==> config.mk <==
export PLATFORM = sky130hd
export DESIGN_NAME = alu_rs
export DESIGN_NICKNAME = d
export VERILOG_FILES = /design/src/rtl/alu_rs_pkg.sv /design/src/rtl/alu_rs_age_matrix.sv /design/src/rtl/alu_rs.sv
export SDC_FILE = /design/constraint.sdc
export NUM_CORES = 1
export LEC_CHECK = 0
export CORE_ASPECT_RATIO = 2
export CORE_MARGIN = 2
export CORE_UTILIZATION = 60
export DETAILED_ROUTE_END_ITERATION = 8
export HOLD_SLACK_MARGIN = 0.06
export PLACE_DENSITY = 0.88
export SLEW_MARGIN = 20
export SYNTH_ARGS = -nofsm -noshare
export SYNTH_HDL_FRONTEND = slang
export SYNTH_SLANG_ARGS = --single-unit
==> constraint.sdc <==
create_clock -name clk -period 9.5 [get_ports clk]
set_input_delay 2.375 -clock clk [delete_from_list [all_inputs] [get_ports clk]]
set_output_delay 2.375 -clock clk [all_outputs]
set_load 0.02 [all_outputs]
==> src/rtl/alu_rs_pkg.sv <==
// Shared constants and encodings for the ALU reservation station slice.
package alu_rs_pkg;

  localparam int DATA_W = 32;
  localparam int TAG_W  = 4;
  localparam int OP_W   = 5;
  localparam int UNIT_W = 2;

  // A producer tag of zero marks an operand whose value is already present.
  localparam logic [TAG_W-1:0] TAG_READY = '0;

  // Execution-unit selector carried by every issued instruction.
  typedef enum logic [UNIT_W-1:0] {
    UNIT_NONE = 2'd0,
    UNIT_ALU  = 2'd1,
    UNIT_LSU  = 2'd2,
    UNIT_BRU  = 2'd3
  } unitSel_e;

endpackage

==> src/rtl/alu_rs_age_matrix.sv <==
// Age matrix for the reservation station: r_older[i][j] means entry i was
// written before entry j. Produces a one-hot grant for the oldest ready entry.
module rs_age_matrix #(
  parameter int DEPTH = 4
) (
  input  logic             clk,
  input  logic             rst,
  input  logic [DEPTH-1:0] i_alloc,
  input  logic [DEPTH-1:0] i_free,
  input  logic             i_clear,
  input  logic [DEPTH-1:0] i_ready,
  output logic [DEPTH-1:0] o_grant
);

  logic [DEPTH-1:0] r_older [DEPTH];
  logic [DEPTH-1:0] w_blocked;

  // A new entry is younger than everything else; a freed or reallocated entry forgets its history.
  always_ff @(posedge clk) begin
    if (rst || i_clear) begin
      for (int i = 0; i < DEPTH; i++) begin
        r_older[i] <= '0;
      end
    end else begin
      for (int i = 0; i < DEPTH; i++) begin
        for (int j = 0; j < DEPTH; j++) begin
          if (i_alloc[j] && (i != j)) begin
            r_older[i][j] <= 1'b1;
          end else if (i_alloc[i] || i_free[i] || i_free[j]) begin
            r_older[i][j] <= 1'b0;
          end
        end
      end
    end
  end

  // A ready entry wins unless some other ready entry is older than it.
  always_comb begin
    w_blocked = '0;
    for (int i = 0; i < DEPTH; i++) begin
      for (int j = 0; j < DEPTH; j++) begin
        if (i_ready[j] && r_older[j][i]) begin
          w_blocked[i] = 1'b1;
        end
      end
    end
    o_grant = i_ready & ~w_blocked;
  end

endmodule

==> src/rtl/alu_rs.sv <==
// ALU reservation station: captures toggle-encoded issues for this unit, wakes
// operands from the CDB and dispatches the oldest ready entry over valid/ready.
module alu_rs #(
  parameter int DEPTH   = 4,
  parameter int DATA_W  = alu_rs_pkg::DATA_W,
  parameter int TAG_W   = alu_rs_pkg::TAG_W,
  parameter int OP_W    = alu_rs_pkg::OP_W,
  parameter int UNIT_W  = alu_rs_pkg::UNIT_W,
  parameter int UNIT_ID = int'(alu_rs_pkg::UNIT_ALU)
) (
  input  logic                   clk,
  input  logic                   rst,
  input  logic                   in_ce,
  input  logic [UNIT_W-1:0]      in_unit,
  input  logic [OP_W-1:0]        in_op,
  input  logic [DATA_W-1:0]      in_val1,
  input  logic [DATA_W-1:0]      in_val2,
  input  logic [TAG_W-1:0]       in_tag1,
  input  logic [TAG_W-1:0]       in_tag2,
  input  logic [TAG_W-1:0]       in_target,
  input  logic [DATA_W-1:0]      in_pc_addr,
  input  logic [DATA_W-1:0]      in_offset,
  input  logic                   cdb_valid,
  input  logic [TAG_W-1:0]       cdb_tag,
  input  logic [DATA_W-1:0]      cdb_val,
  input  logic                   flush,
  output logic                   alu_valid,
  input  logic                   alu_ready,
  output logic [OP_W-1:0]        alu_op,
  output logic [DATA_W-1:0]      alu_a,
  output logic [DATA_W-1:0]      alu_b,
  output logic [TAG_W-1:0]       alu_target,
  output logic [DATA_W-1:0]      alu_pc_addr,
  output logic [DATA_W-1:0]      alu_offset,
  output logic                   full,
  output logic [$clog2(DEPTH):0] count,
  output logic                   overflow
);

  import alu_rs_pkg::*;

  localparam int CNT_W = $clog2(DEPTH) + 1;

  // Entry storage
  logic [DEPTH-1:0]  r_valid;
  logic [OP_W-1:0]   r_op     [DEPTH];
  logic [DATA_W-1:0] r_val1   [DEPTH];
  logic [DATA_W-1:0] r_val2   [DEPTH];
  logic [TAG_W-1:0]  r_tag1   [DEPTH];
  logic [TAG_W-1:0]  r_tag2   [DEPTH];
  logic [TAG_W-1:0]  r_target [DEPTH];
  logic [DATA_W-1:0] r_pc     [DEPTH];
  logic [DATA_W-1:0] r_offset [DEPTH];

  // Issue tracking and status
  logic r_lastCe;
  logic r_overflow;

  // Dispatch output register
  logic              r_aluValid;
  logic [OP_W-1:0]   r_aluOp;
  logic [DATA_W-1:0] r_aluA;
  logic [DATA_W-1:0] r_aluB;
  logic [TAG_W-1:0]  r_aluTarget;
  logic [DATA_W-1:0] r_aluPc;
  logic [DATA_W-1:0] r_aluOffset;

  // Combinational helpers
  logic              w_new;
  logic              w_forUs;
  logic              w_full;
  logic              w_accept;
  logic              w_bypass1;
  logic              w_bypass2;
  logic              w_found;
  logic [DEPTH-1:0]  w_allocSel;
  logic [DEPTH-1:0]  w_alloc;
  logic [DEPTH-1:0]  w_ready;
  logic [DEPTH-1:0]  w_grant;
  logic [DEPTH-1:0]  w_free;
  logic              w_anyReady;
  logic              w_canDispatch;
  logic [CNT_W-1:0]  w_count;
  logic [OP_W-1:0]   w_selOp;
  logic [DATA_W-1:0] w_selA;
  logic [DATA_W-1:0] w_selB;
  logic [TAG_W-1:0]  w_selTarget;
  logic [DATA_W-1:0] w_selPc;
  logic [DATA_W-1:0] w_selOffset;

  assign w_new         = (in_ce != r_lastCe);
  assign w_forUs       = (in_unit == UNIT_W'(UNIT_ID));
  assign w_full        = &r_valid;
  assign w_accept      = w_new && w_forUs && !w_full && !flush;
  assign w_bypass1     = cdb_valid && (in_tag1 != TAG_READY) && (in_tag1 == cdb_tag);
  assign w_bypass2     = cdb_valid && (in_tag2 != TAG_READY) && (in_tag2 == cdb_tag);
  assign w_alloc       = w_accept ? w_allocSel : '0;
  assign w_canDispatch = !r_aluValid || alu_ready;
  assign w_anyReady    = |w_grant;
  assign w_free        = (w_canDispatch && !flush) ? w_grant : '0;

  // Pick the lowest-index free slot for the next accepted instruction.
  always_comb begin
    w_allocSel = '0;
    w_found    = 1'b0;
    for (int i = 0; i < DEPTH; i++) begin
      if (!r_valid[i] && !w_found) begin
        w_allocSel[i] = 1'b1;
        w_found       = 1'b1;
      end
    end
  end

  // Readiness looks only at registered tags, so a wakeup takes effect one cycle later.
  always_comb begin
    w_ready = '0;
    for (int i = 0; i < DEPTH; i++) begin
      w_ready[i] = r_valid[i] && (r_tag1[i] == TAG_READY) && (r_tag2[i] == TAG_READY);
    end
  end

  // Population count of occupied entries.
  always_comb begin
    w_count = '0;
    for (int i = 0; i < DEPTH; i++) begin
      w_count = w_count + CNT_W'(r_valid[i]);
    end
  end

  // One-hot mux of the granted entry's payload.
  always_comb begin
    w_selOp     = '0;
    w_selA      = '0;
    w_selB      = '0;
    w_selTarget = '0;
    w_selPc     = '0;
    w_selOffset = '0;
    for (int i = 0; i < DEPTH; i++) begin
      if (w_grant[i]) begin
        w_selOp     = w_selOp | r_op[i];
        w_selA      = w_selA | r_val1[i];
        w_selB      = w_selB | r_val2[i];
        w_selTarget = w_selTarget | r_target[i];
        w_selPc     = w_selPc | r_pc[i];
        w_selOffset = w_selOffset | r_offset[i];
      end
    end
  end

  rs_age_matrix #(
    .DEPTH (DEPTH)
  ) u_ageMatrix (
    .clk     (clk),
    .rst     (rst),
    .i_alloc (w_alloc),
    .i_free  (w_free),
    .i_clear (flush),
    .i_ready (w_ready),
    .o_grant (w_grant)
  );

  // Remember the last issue-strobe level so every level change counts as one issue.
  always_ff @(posedge clk) begin
    if (rst) begin
      r_lastCe <= 1'b0;
    end else begin
      r_lastCe <= in_ce;
    end
  end

  // Entry occupancy: dispatch frees, accept allocates, flush empties everything.
  always_ff @(posedge clk) begin
    if (rst || flush) begin
      r_valid <= '0;
    end else begin
      r_valid <= (r_valid & ~w_free) | w_alloc;
    end
  end

  // Entry payload: write on allocate (with CDB bypass), otherwise snoop the CDB for wakeups.
  always_ff @(posedge clk) begin
    for (int i = 0; i < DEPTH; i++) begin
      if (w_alloc[i]) begin
        r_op[i]     <= in_op;
        r_target[i] <= in_target;
        r_pc[i]     <= in_pc_addr;
        r_offset[i] <= in_offset;
        r_tag1[i]   <= w_bypass1 ? TAG_READY : in_tag1;
        r_val1[i]   <= w_bypass1 ? cdb_val : in_val1;
        r_tag2[i]   <= w_bypass2 ? TAG_READY : in_tag2;
        r_val2[i]   <= w_bypass2 ? cdb_val : in_val2;
      end else if (r_valid[i]) begin
        if (cdb_valid && (r_tag1[i] != TAG_READY) && (r_tag1[i] == cdb_tag)) begin
          r_tag1[i] <= TAG_READY;
          r_val1[i] <= cdb_val;
        end
        if (cdb_valid && (r_tag2[i] != TAG_READY) && (r_tag2[i] == cdb_tag)) begin
          r_tag2[i] <= TAG_READY;
          r_val2[i] <= cdb_val;
        end
      end
    end
  end

  // Sticky flag for an issue that arrived while every slot was occupied.
  always_ff @(posedge clk) begin
    if (rst) begin
      r_overflow <= 1'b0;
    end else if (w_new && w_forUs && w_full && !flush) begin
      r_overflow <= 1'b1;
    end
  end

  // Dispatch register: load the oldest ready entry whenever the slot is empty or being consumed.
  always_ff @(posedge clk) begin
    if (rst) begin
      r_aluValid  <= 1'b0;
      r_aluOp     <= '0;
      r_aluA      <= '0;
      r_aluB      <= '0;
      r_aluTarget <= '0;
      r_aluPc     <= '0;
      r_aluOffset <= '0;
    end else if (flush) begin
      r_aluValid <= 1'b0;
    end else if (w_canDispatch) begin
      r_aluValid <= w_anyReady;
      if (w_anyReady) begin
        r_aluOp     <= w_selOp;
        r_aluA      <= w_selA;
        r_aluB      <= w_selB;
        r_aluTarget <= w_selTarget;
        r_aluPc     <= w_selPc;
        r_aluOffset <= w_selOffset;
      end
    end
  end

  assign alu_valid   = r_aluValid;
  assign alu_op      = r_aluOp;
  assign alu_a       = r_aluA;
  assign alu_b       = r_aluB;
  assign alu_target  = r_aluTarget;
  assign alu_pc_addr = r_aluPc;
  assign alu_offset  = r_aluOffset;
  assign full        = w_full;
  assign count       = w_count;
  assign overflow    = r_overflow;

endmodule

==> flow_summary.ini, run 1 <==
[floorplanning]
num_rows = 119
start_util_pct = 60.4
die_w_um = 167
die-area_sq_um = 54900
boundaryPins = 332
die_y_um = 329
core_area_sq_um = 52600

[final_layout]
fillers = 3311
drive_gt1_share_pct = 20.6
multiInputGateArea_sq_um = 10400
area_growth_pct = 18.6
stdcell_count = 3183
finalNetCount = 2651
final-seq-area_sq_um = 20600

[route]
wl_um = 87200
num_vias = 21400
dr.first_iter.drc_count = 2568
ant_nets = 0
drt-pass1-iter-count = 9
drc = 1
wire_per_inst_um = 27.4
avgViaCountPerCell = 6.73

[place]
dp.cells = 3059
hpwl_um = 52100
portBuffers = 331
place_congestion = 0.870

[sta]
maxSlewViolCount = 0
grt_setup_unrepaired = no
setup_violations = 0
fin_skew_ps = 25.0
finalSetupTns_ps = 0
min_period_ps = 5330
hold_violations = 0
tightest_slew_ps = 1160
max_freq_ghz = 0.188
slew_headroom_pct = 22.6
holdWs_ps = 477
post-route-period-util_pct = 56.1

[global_route]
grtUsageTotal_pct = 30.9
first_global_vias = 22300
gr-total-overflow = 0
antenna_found_initial = 11
grt_pass1_wl_um = 130000
grt_max_degree = 178

[outcome]
violations = DRC
status = finished with violations

[clock_tree]
clock-root-buffer = clkbuf_16
htree_levels = 2
insertion_delay_ps = 640
cts_buffer_depth = 3
cts_tree = yes
postCtsHoldBufs = 0
cts_resized = 0
clock_sinks = 736
postCtsSetupBuffers = 0
numCtsBuffers = 60
clk_pin_slew_ps = 70

[worst_setup_path]
critPathKind = in -> reg
required_ps = 9890
worstPathArrival_ps = 5730
cp-start-kind = primary input
path_max_fanout = 32
end_kind = flip-flop
r2r_setup_slack_ps = 4400

[run]
max-cap-violations = 0

[synthesis]
ys_top_cells_by_area = edfxtp_1, mux2_2, dfxtp_1
synth_area_leader_cell = edfxtp_1
yosysTopAreaCellShare_pct = 55.2
yosysMostFrequentCell = edfxtp_1
synth-xor-area-share_pct = 0.937
synth_fa_ha_area_share_pct = 0.221
synth-simple-area-share_pct = 7.97
ys_warn_count = 0
synthMuxAreaShare_pct = 13.9
netlist_instances = 2223
synthFlopType = edfxtp_1
synth_area_sq_um = 31800
ys_async_sr_fraction_pct = 0
yosysSeqAreaShare_pct = 64.8
ys_seq_elements = 736
synth-edff-count = 584
synth_compound_area_share_pct = 9.42
netlist_top_cells_count = edfxtp_1, mux2_2, dfxtp_1
synth_top_family_by_area = multiplexers
synth_cell_types = 48
syn_nets = 2417
avgSynthCellArea_sq_um = 14.3

[pwr]
ir_drop_mv = 0.199
power.density_nw_per_um2 = 171
p_leak_nw = 12.5

[hold_path]
min_path_type = reg -> reg
state kept, by name (all words and copies together), names as in the netlist:
| register | flops |
|---|---|
| r_tag1 | 16 |
| r_lastCe | 1 |
| alu_op | 5 |
| alu_valid | 1 |
| r_val1 | 128 |
| r_valid | 4 |
| alu_target | 4 |
| r_offset | 128 |
| r_target | 16 |
| r_tag2 | 16 |
| overflow | 1 |
| alu_pc_addr | 32 |
| alu_b | 32 |
| r_op | 20 |
| u_ageMatrix.r_older | 12 |
| r_pc | 128 |
| alu_offset | 32 |
| alu_a | 32 |
| r_val2 | 128 |
worst max-delay path, stage by stage:
cell,delay (ps)
clkdlybuf4s50_1,470
nor3b_1,410
nand2_1,150
or3_1,610
clkinv_2,360
o21a_2,860
mux2_2,430
power by group:
group	switching [mW]	total [mW]	internal, mW
Combinational	0.143	0.281	0.139
Sequential	0.00560	3.50	3.49
Clock	1.17	2.68	1.51
layout make-up:
type | count | area share [%]
diodes | 9 | 0.0597
clock buffers | 84 | 4.82
clock inverters | 30 | 0.903
inverters | 13 | 0.143
multi-input cells | 1285 | 27.7
flip-flops and latches | 736 | 54.6
well taps | 665 | 2.21
repair buffers | 361 | 9.55
final timing paths:
path / start / depth (start not counted) / end
setup / recovery: flush / 7 / r_val2[1][30]$_DFFE_PP_
hold / removal: alu_pc_addr[29]$_SDFFE_PP0P_ / 2 / alu_pc_addr[29]$_SDFFE_PP0P_
setup reg to reg: r_tag2[0][0]$_SDFFCE_PP0P_ / 8 / alu_pc_addr[6]$_SDFFE_PP0P_
hold reg to reg: alu_pc_addr[29]$_SDFFE_PP0P_ / 2 / alu_pc_addr[29]$_SDFFE_PP0P_
cell usage in the layout (no fill, tap or decap), types with 14 or more instances in the layout:
| cell type | n |
|---|---|
| a21oi_1 | 146 |
| a22oi_1 | 123 |
| a32oi_1 | 123 |
| a41o_1 | 14 |
| and3_1 | 18 |
| and4_1 | 30 |
| buf_4 | 26 |
| clkbuf_16 | 65 |
| clkdlybuf4s50_1 | 330 |
| clkinv_2 | 16 |
| dfxtp_1 | 152 |
| edfxtp_1 | 584 |
| mux2_1 | 30 |
| mux2_2 | 349 |
| mux2i_1 | 14 |
| nand2_1 | 33 |
| nand2b_1 | 16 |
| nand3_1 | 37 |
| nand4_1 | 67 |
| nor2_1 | 39 |
| nor2b_1 | 132 |
| xor2_1 | 29 |
logic make-up after synthesis:
family,count (synthesis)
adder cells (fa/ha/maj),5
AO/OA/AOI/OAI,426
multiplexers,393
flip-flops,736
XOR/XNOR,34
buffers and inverters,202
AND/OR/NAND/NOR,427
through the flow:
step	setup WS [ps]	total power, mW	util, %	instance area, sq um
floorplan	3510	3.69	-	31800
global placement	3520	3.83	67.5	35500
detailed placement	3430	3.84	67.5	35500
CTS	4110	6.47	71.6	37600
global route	3990	6.61	71.7	37700
finish	4170	6.46	71.7	37700
layer usage:
layer  part of all wire (%)  GRT usage [%]  vias to the layer above
met5                  0.047              0                        -
met1                     35           36.3                    10600
met3                    9.1           6.01                      260
met4                    4.4           14.9                        6
li1                       -              -                     9177
met2                     51           54.5                     1370
No activity file was read; power rests on OpenSTA's default activity.
==> run 2, diff against run 1 <==
CORE_UTILIZATION = 57   (was 60)
PLACE_DENSITY = 0.84   (was 0.88)
clock period = 5.1 ns   (was 9.5 ns; I/O delays follow)
==> flow_summary.ini, run 2 (synthesis gave the netlist of run 1 again) <==
[sta]
finalSetupTns_ps = 0
fin_skew_ps = 23.7
setup_violations = 0
grt_setup_unrepaired = no
min_period_ps = 4090
post-route-period-util_pct = 80.1
hold_violations = 0
maxSlewViolCount = 0
slew_headroom_pct = 20.6
tightest_slew_ps = 1180
max_freq_ghz = 0.245

[route]
drc = 0
wire_per_inst_um = 26.7
ant_nets = 0
num_vias = 21500
dr.first_iter.drc_count = 2438
wl_um = 87800
drt-pass1-iter-count = 7
avgViaCountPerCell = 6.53

[global_route]
antenna_found_initial = 13
gr-total-overflow = 0
first_global_vias = 22300
top_usage_layer = met2
grtUsageTotal_pct = 29.7
gr-usage-met1_pct = 34.7
met3_usage_pct = 6.91
grtUsageMet2_pct = 51.5
grt_pass1_wl_um = 129000
grt_max_degree = 138

[worst_setup_path]
slowest_stage = clkdlybuf4s50_1
max_stage_delay_ps = 590
worstPathArrival_ps = 2810
critPathTopFamily = adder cells
critPathKind = reg -> out
startpoint = r_valid[0]$_SDFF_PP0_
path_max_fanout = 7
crit_chain = inv_1 -> fa_1 -> inv_1 -> ha_1 -> ha_1 -> clkdlybuf4s50_1
cp-start-kind = flip-flop
path_buf_inv = 3
end_kind = output port
regToRegStartpoint = r_tag1[0][1]$_SDFFCE_PP0P_
required_ps = 3830

[final_layout]
finalNetCount = 2681
mostFrequentLayoutCell = edfxtp_1
area_growth_pct = 19.6
final_area_sq_um = 38000
drive_gt1_share_pct = 21.2
mostFrequentLayoutCells = edfxtp_1, mux2_2, clkdlybuf4s50_1

[clock_tree]
clock_sinks = 736
cts_resized = 0
postCtsHoldBufs = 0
postCtsSetupBuffers = 0
numCtsBuffers = 60
clock-root-buffer = clkbuf_16
cts_buffer_depth = 3
insertion_delay_ps = 630
htree_levels = 2
clk_pin_slew_ps = 70
cts_tree = yes

[pwr]
power.density_nw_per_um2 = 307
ir_drop_mv = 0.338
p_leak_nw = 12.6

[outcome]
status = complete, no violations

[place]
placed_area_sq_um = 36000
hpwl_um = 52100
portBuffers = 331
place_congestion = 0.868

[floorplanning]
num_rows = 122
die-area_sq_um = 57800
boundaryPins = 332
core_area_sq_um = 55300
start_util_pct = 57.5
die_y_um = 338
die_w_um = 171

[hold_path]
holdCritStartpoint = alu_b[14]$_SDFFE_PP0P_
min_path_type = reg -> reg

[run]
max-cap-violations = 0
-- run 2: final timing paths --
check,end,slack (ps),cells past startpoint
worst max register to register,alu_pc_addr[18]$_SDFFE_PP0P_,1170,7
worst max-delay path,count[1],1010,6
worst min-delay path,alu_b[14]$_SDFFE_PP0P_,480,2
worst min register to register,alu_b[14]$_SDFFE_PP0P_,480,2
-- run 2: worst reg2reg max path: cells and delay by family (launching register included) --
family / cells / cell delay (ps)
AND/OR/NAND/NOR: 3 / 1960
flip-flops: 1 / 420
AO/OA/AOI/OAI: 2 / 580
buffers and inverters: 1 / 690
multiplexers: 1 / 220
-- run 2: per-stage QoR --
step / power, mW / std cells / utilization, % / hold WS (ps) / setup slack, ps
2_1_floorplan: 6.88 / 2223 / - / 462 / 208
3_3_place_gp: 7.14 / 3169 / 65.2 / 458 / 730
3_5_place_dp: 7.17 / 3169 / 65.2 / 467 / 660
4_1_cts: 11.7 / 3282 / 68.8 / 479 / 979
5_1_grt: 12.0 / 3286 / 68.8 / 501 / 932
6_report: 11.7 / 3288 / 68.8 / 476 / 1010
-- run 2: final cells by class --
class	count	area, sq um
diodes	6	15.0
inverters	13	53.8
repair buffers	391	4030
fillers	3766	17300
well taps	744	931
multi-input cells	1285	10400
flip-flops and latches	736	20600
clock inverters	31	283
clock buffers	82	1670
-- run 2: routing by layer --
metal / part of all wire [%] / up-vias / routed length, um
met5: 0.12 / - / 104
met4: 4.3 / 16 / 3750
met3: 9.9 / 289 / 8680
met2: 51 / 1320 / 44400
met1: 35 / 10600 / 30900
li1: - / 9257 / -
-- run 2: report_power, final --
part | internal [mW] | total, mW | leakage (nW) | switching, mW
clock network | 2.51 | 4.63 | 0.956 | 2.12
registers | 6.51 | 6.52 | 6.51 | 0.0101
logic | 0.264 | 0.529 | 5.09 | 0.265
total | 9.28 | 11.7 | 12.6 | 2.39
